$ cat src/rtl/fetch_buffer_pkg.sv
// Shared fetch/decode definitions: instruction field layout and queue sizing helper.
package fetch_buffer_pkg;

  localparam int INSTR_W  = 8;
  localparam int FUNC_MSB = 7;
  localparam int FUNC_LSB = 6;
  localparam int RDST_MSB = 5;
  localparam int RDST_LSB = 3;
  localparam int RSRC_MSB = 2;
  localparam int RSRC_LSB = 0;

  // Occupancy needs one extra bit so a full queue (count == depth) is representable.
  function automatic int cnt_w(input int depth);
    return $clog2(depth) + 1;
  endfunction

endpackage

$ cat src/rtl/fetch_fifo.sv
// Show-ahead synchronous FIFO holding {pc, instr} pairs; clear empties it in one cycle.
module fetch_fifo
  import fetch_buffer_pkg::*;
#(
  parameter int W     = 13,
  parameter int DEPTH = 4
) (
  input  logic                      clk,
  input  logic                      reset,
  input  logic                      push,
  input  logic [W-1:0]              push_data,
  input  logic                      pop,
  input  logic                      clear,
  output logic [cnt_w(DEPTH)-1:0]   count,
  output logic [W-1:0]              head
);

  localparam int AW = $clog2(DEPTH);
  localparam int CW = cnt_w(DEPTH);

  logic [W-1:0]  mem [DEPTH];
  logic [AW-1:0] wr_ptr;
  logic [AW-1:0] rd_ptr;

  always_ff @(posedge clk or posedge reset) begin
    if (reset) begin
      wr_ptr <= '0;
      rd_ptr <= '0;
      count  <= '0;
    end else if (clear) begin
      wr_ptr <= '0;
      rd_ptr <= '0;
      count  <= '0;
    end else begin
      assert (!(push && !pop && count == CW'(DEPTH)));
      if (push) wr_ptr <= wr_ptr + AW'(1);
      if (pop)  rd_ptr <= rd_ptr + AW'(1);
      count <= count + CW'(push) - CW'(pop);
    end
  end

  // Storage needs no reset: count gates every read.
  always_ff @(posedge clk) begin
    if (push && !clear) mem[wr_ptr] <= push_data;
  end

  assign head = (count != '0) ? mem[rd_ptr] : '0;

endmodule

$ cat src/rtl/fetch_buffer.sv
// Fetch stage: sequential PC issue to a 1-cycle imem, credit-limited so responses always fit
// in the prefetch queue; flush redirects the PC and drops queued and in-flight work.
module fetch_buffer
  import fetch_buffer_pkg::*;
#(
  parameter int DEPTH = 4,
  parameter int PC_W  = 5
) (
  input  logic                      clk,
  input  logic                      reset,
  output logic                      imem_req,
  output logic [PC_W-1:0]           imem_addr,
  input  logic [INSTR_W-1:0]        imem_rdata,
  output logic [INSTR_W-1:0]        instr,
  output logic [PC_W-1:0]           pc_out,
  output logic                      instr_valid,
  input  logic                      instr_ready,
  input  logic                      flush,
  input  logic [PC_W-1:0]           flush_pc,
  output logic [cnt_w(DEPTH)-1:0]   count
);

  localparam int CW = cnt_w(DEPTH);

  logic [PC_W-1:0]         fetch_pc;
  logic [PC_W-1:0]         issued_pc;
  logic                    inflight;
  logic [CW:0]             used;
  logic                    push;
  logic                    pop;
  logic [PC_W+INSTR_W-1:0] head;
  logic [INSTR_W-1:0]      head_instr;

  // An outstanding read already owns a queue slot, so it counts against the credit.
  assign used        = (CW+1)'(count) + (CW+1)'(inflight);
  assign imem_req    = !reset && !flush && (used < (CW+1)'(DEPTH));
  assign imem_addr   = fetch_pc;
  assign push        = inflight && !flush;
  assign instr_valid = (count != '0) && !flush;
  assign pop         = instr_valid && instr_ready;

  always_ff @(posedge clk or posedge reset) begin
    if (reset) begin
      fetch_pc  <= '0;
      issued_pc <= '0;
      inflight  <= 1'b0;
    end else if (flush) begin
      fetch_pc  <= flush_pc;
      inflight  <= 1'b0;
    end else begin
      inflight <= imem_req;
      if (imem_req) begin
        fetch_pc  <= fetch_pc + PC_W'(1);
        issued_pc <= fetch_pc;
      end
    end
  end

  fetch_fifo #(
    .W     (PC_W + INSTR_W),
    .DEPTH (DEPTH)
  ) u_fifo (
    .clk       (clk),
    .reset     (reset),
    .push      (push),
    .push_data ({issued_pc, imem_rdata}),
    .pop       (pop),
    .clear     (flush),
    .count     (count),
    .head      (head)
  );

  assign head_instr = head[INSTR_W-1:0];
  assign pc_out     = head[PC_W+INSTR_W-1:INSTR_W];
  assign instr      = {head_instr[FUNC_MSB:FUNC_LSB],
                       head_instr[RDST_MSB:RDST_LSB],
                       head_instr[RSRC_MSB:RSRC_LSB]};

endmodule

$ cat config.mk
export PLATFORM = sky130hd
export DESIGN_NAME = fetch_buffer
export DESIGN_NICKNAME = d
export VERILOG_FILES = /design/src/rtl/fetch_buffer_pkg.sv /design/src/rtl/fetch_fifo.sv /design/src/rtl/fetch_buffer.sv
export SDC_FILE = /design/constraint.sdc
export NUM_CORES = 1
export LEC_CHECK = 0
export ABC_AREA = 1
export CAP_MARGIN = 0
export CORE_ASPECT_RATIO = 0.7
export CORE_MARGIN = 1.5
export CORE_UTILIZATION = 54
export DETAILED_ROUTE_END_ITERATION = 10
export HOLD_SLACK_MARGIN = 0.05
export PLACE_DENSITY = 0.81
export REMOVE_ABC_BUFFERS = 1
export SYNTH_ARGS = -nofsm -noshare
export SYNTH_HDL_FRONTEND = slang
export SYNTH_SLANG_ARGS = --single-unit
$ cat constraint.sdc
create_clock -name clk -period 2.45 [get_ports clk]
set_input_delay 0.49 -clock clk [delete_from_list [all_inputs] [get_ports clk]]
set_output_delay 0.49 -clock clk [all_outputs]
set_load 0.01 [all_outputs]
== Yosys cells after proc, flatten, opt, wreduce, memory -nomap -nowiden ==
Memory sizes are Yosys's and may differ from the RTL's.
Index checks and enable logic that the tools add are counted.
Operators by class
  muxes and demuxes: 11
  bitwise logic cells: 1
  $lt $le $gt $ge: 1
  reduce and logical (&&, ||, !) cells: 13
  add/subtract/negate cells: 6
Operator list (number)
  13-bit 2-to-1 mux: 1
  5-bit 2-to-1 mux: 2
  2-bit 2-to-1 mux: 4
  1-bit logical AND: 6
  2-bit nonzero test: 3
  5-bit by 1-bit adder with 5-bit output (second input constant): 1
  2-bit by 1-bit adder with 2-bit output (second input constant): 2
  3-bit by 1-bit adder with 4-bit output: 1
  4-bit by 3-bit < comparator with 1-bit output (second input constant): 1
  3-bit by 1-bit adder with 3-bit output: 1
  1-bit 2-to-1 mux: 3
  3-bit 2-to-1 mux: 1
  3-bit nonzero test: 1
  3-bit by 1-bit subtractor with 3-bit output: 1
  1-bit zero test: 2
  2-bit AND reduction: 1
  1-bit NOT: 1
Word-level totals
  register bits after elaboration: 18
  word-level logic and storage cells: 39
  memory bits (writable): 52
  memories kept: 1
Memory list
  u_fifo.mem: depth 4, bits a word 13, rd ports 1, clocked after Yosys merged registers in 0, write ports 1, RTL line fetch_fifo.sv:21  | logic [W-1:0] mem [DEPTH];

== Longest topological paths before layout ==
  word-level depth: 5
  depth in mapped cells: 11

== Cells and area by module ==
From an unflattened synthesis, not the netlist that was laid out.
Unflattened totals
  cell total of the unflattened synthesis: 333
  area, all modules: 3369.5 sq um
Modules (own cells, without submodules)
  fetch_fifo: cells each 257, instances 1, seq. area each 1736.7 sq um, area an instance 2741.4 sq um
  fetch_buffer: cells each 76, instances 1, seq. area each 275.3 sq um, area an instance 628.1 sq um

== Worst setup path after synthesis ==
Ideal clock, no wire load.
  kind: reg2reg
  start point: register u_fifo.count[1]
  end point: register u_fifo.count[2]
  period minus slack after synthesis: 1923 ps
  library setup time: 123 ps
  buffers on the path: 0
  data arrival time: 1800 ps
  cell stages (with the launch flop): 12
  path slack: 527 ps
  path through: dfrtp_1 -> nor2_1 -> nand2_1 -> nand3_1 -> inv_1 -> ha_1 -> inv_1 -> ha_1 -> inv_1 -> fa_1 -> o21ai_0 -> a21oi_1
On the way
  word-level cells in the longest chain between the ends: 5
RTL lines
  from (decl): RTL line fetch_fifo.sv:14  | output logic [cnt_w(DEPTH)-1:0] count,
  from (signal assigned): RTL line fetch_fifo.sv:38  | count <= count + CW'(push) - CW'(pop);
  parallel branches: the longest is 3 deep, another holds 3-bit by 1-bit adder with 3-bit output
  3-bit by 1-bit subtractor with 3-bit output (*): RTL line fetch_fifo.sv:38
  3-bit 2-to-1 mux (*): RTL line fetch_fifo.sv:30  | end else if (clear) begin
Every way passes the cells marked *.
A chain may end at the register's enable or synchronous reset.

== Worst setup path after layout ==
  start point: register u_fifo.rd_ptr[0]
  end point: output port instr[4]
On the way
  word-level cells in the longest chain between the ends: 2
RTL lines
  from (decl): RTL line fetch_fifo.sv:23  | logic [AW-1:0] rd_ptr;
  from (signal assigned): RTL line fetch_fifo.sv:37  | if (pop) rd_ptr <= rd_ptr + AW'(1);
  memory read 4 x 13 bit
  13-bit 2-to-1 mux: RTL line fetch_fifo.sv:47  | assign head = (count != '0) ? mem[rd_ptr] : '0;
  to (decl): RTL line fetch_buffer.sv:14  | output logic [INSTR_W-1:0] instr,
Every way passes these cells.

==> impl_metrics.py <==
metrics = {
    "timing": {
        "hold-worst-slack_ns": 0.5326,
        "worst_pin_slew_ns": 0.6776,
        "finClkSkew_ns": 0.005492,
        "hold_viol": 0,
        "max_freq_ghz": 0.4232,
        "setup_ws_ns": 0.08687,
        "min_period_over_period": 0.9645,
        "maxSlewHeadroom": 0.5478,
        "setup_viol_count_final": 0,
        "grt_setup_unrepaired": "false",
        "period_minus_slack_ns": 2.363,
        "drv_slew": 0,
    },
    "placed_design": {
        "place.port_buffers": 39,
        "hpwl_um": 4033,
        "dpl_worst_slack_ns": -0.02143,
        "placedCellCount": 404,
        "place.gp.congestion": 0.8471,
    },
    "drt": {
        "vias": 2172,
        "drc_errors": 0,
        "via_per_inst": 5.099,
        "dr.pass1.iters": 4,
        "wire_per_inst_um": 14.43,
        "ant_nets": 0,
        "drt_iter0_markers": 98,
        "wirelength_um": 6148,
    },
    "yosys": {
        "yosysTopAreaCellShare": 0.5117,
        "ys_ff_latch": 70,
        "synthCells": 284,
        "yosysWarnings": 0,
        "synthTopCellsByArea": "edfxtp_1, dfrtp_1, nor2_1, nand2_1, ha_1",
        "ys_types": 21,
        "synth_area_um2": 3052,
        "yosysSeqAreaShare": 0.6593,
        "avgSynthCellArea_um2": 10.75,
        "synth_largest_area_cell": "edfxtp_1",
    },
    "global_routing": {
        "gr-total-overflow": 0,
        "grt_first_pass_wirelength_um": 9604,
        "grt_max_degree": 19,
        "antenna_found_initial": 0,
        "grt_pass1_vias": 2040,
        "grt.total_usage": 0.2169,
    },
    "critical_path": {
        "end_kind": "primary output",
        "critPathTopFamily": "buffers and inverters",
        "cp_slowest_cell": "clkdlybuf4s50_1",
        "startpoint_type": "flip-flop",
        "arrival_ns": 1.87,
        "crit_fanout": 16,
        "cp_cell_sequence": "inv_2 -> buf_4 -> o21ai_0 -> a21oi_1 -> clkdlybuf4s50_1",
        "critPathRequiredTime_ns": 1.96,
        "path_buf_inv": 3,
        "max_stage_delay_ns": 0.55,
        "crit_type": "reg2out",
    },
    "power_and_ir_drop": {
        "peakVddDrop_v": 0.0006970,
        "p_switching_mw": 1.136,
        "p_per_area_nw_per_um2": 972.8,
        "cellLeakagePower_nw": 1.734,
        "power.internal_mw": 2.701,
        "p_clk_frac": 0.297,
        "p_total_mw": 3.836,
        "pwr-share-comb": 0.300,
        "power_frac_seq": 0.403,
        "switching_share": 0.2961,
    },
    "clocking": {
        "clock_latency_ns": 0.34,
        "postCtsHoldBufs": 0,
        "cts_tree": "done",
        "htree_levels": 3,
        "clk_pin_slew_ns": 0.07,
        "clockBufferDepth": 2,
        "cts-root-buf": "clkbuf_8",
        "numCtsBuffers": 9,
        "cts_sinks": 70,
    },
    "final_layout": {
        "diodes": 0,
        "area_delta_synth_final_pct": 29.23,
        "stdcell_count": 426,
        "drive_above_1_share": 0.1441,
        "final_cell_mix": "nor2_1, edfxtp_1, nand2_1",
        "nets": 375,
        "finish.utilization": 0.7385,
        "layout_commonest_cell": "nor2_1",
    },
    "floorplan": {
        "rows": 22,
        "initial_core_util": 0.5715,
        "dieArea_um2": 6118,
        "die_height_um": 65.90,
        "core_um2": 5340,
        "die_w_um": 92.85,
        "ioPinCount": 40,
    },
    "worst_hold_path": {
        "worstHoldPathType": "reg2reg",
    },
    "outcome": {
        "status": "complete, no violations",
    },
    "job": {
        "maxCapViolCount": 0,
    },
}
==> layout make-up <==
type | instances | area (um^2)
Clock buffer | 11 | 151.4
Clock inverter | 5 | 105.1
Fill cell | 349 | 1396
Inverter | 23 | 86.33
Multi-Input combinational cell | 179 | 867.1
Sequential cell | 70 | 2017
Tap cell | 72 | 90.09
Timing Repair Buffer | 66 | 626.9
==> metrics by stage <==
step	setup TNS [ns]	cell area, um^2
after global placement	0	3616
final	0	3944
after detailed placement	-0.03291	3616
after global routing	0	3944
after CTS	0	3872
after floorplan	0	2965
==> cell usage after synthesis, drive strengths merged <==
library cell,count
a22o,1
nand2,40
inv,23
fa,1
xnor2,1
xor2,1
dfrtp,18
buf,12
nand4,3
a21oi,14
ha,8
nor2,62
o21ai,34
nand3,14
edfxtp,52
==> worst paths after layout <==
path	from	end	slack (ns)	cells after the start
setup / recovery	u_fifo.rd_ptr[0]	instr[4]	0.09	5
hold / removal	issued_pc[1]	u_fifo.mem[0][9]	0.53	0
setup reg to reg	u_fifo.count[1]	u_fifo.count[2]	0.46	11
hold reg to reg	issued_pc[1]	u_fifo.mem[0][9]	0.53	0
max in group asynchronous	reset	u_fifo.rd_ptr[1]	1.39	2
min in group asynchronous	reset	imem_addr[2]	0.58	2
==> repair_timing <==
action,CTS,global route
resized for setup,6,10
pin swaps,0,0
setup endpoints to repair,12,11
setup buffers,0,6
==> power groups by stage <==
stage	clock network, mW	registers, mW	logic [mW]
floorplan	0	1.57	0.488
global placement	0	1.56	1.09
detailed placement	0	1.57	1.11
CTS	1.16	1.55	1.10
global route	1.20	1.56	1.28
finish	1.14	1.55	1.15
==> sequential cells by signal, summed over array words and instances, names as in the netlist <==
| signal | flops |
|---|---|
| u_fifo.mem | 52 |
| imem_addr | 5 |
| issued_pc | 5 |
| u_fifo.count | 3 |
| u_fifo.rd_ptr | 2 |
| u_fifo.wr_ptr | 2 |
| inflight | 1 |
==> routing by layer <==
layer	routed length, um	up-vias	track usage
met5	0	-	0
met4	68	0	0.05682
met3	214	7	0.08046
met2	3029	45	0.3568
met1	2836	1038	0.2739
li1	-	1082	-
==> cells by family after synthesis <==
| logic type | count (synthesis) | synth area share |
|---|---|---|
| adder cells (fa/ha/maj) | 9 | 0.03936 |
| flip-flops | 70 | 0.6593 |
| AND/OR/NAND/NOR | 119 | 0.1562 |
| AO/OA/AOI/OAI | 49 | 0.08282 |
| buffers and inverters | 35 | 0.05658 |
| XOR/XNOR | 2 | 0.005741 |
Power figures use the tool's default switching activity.
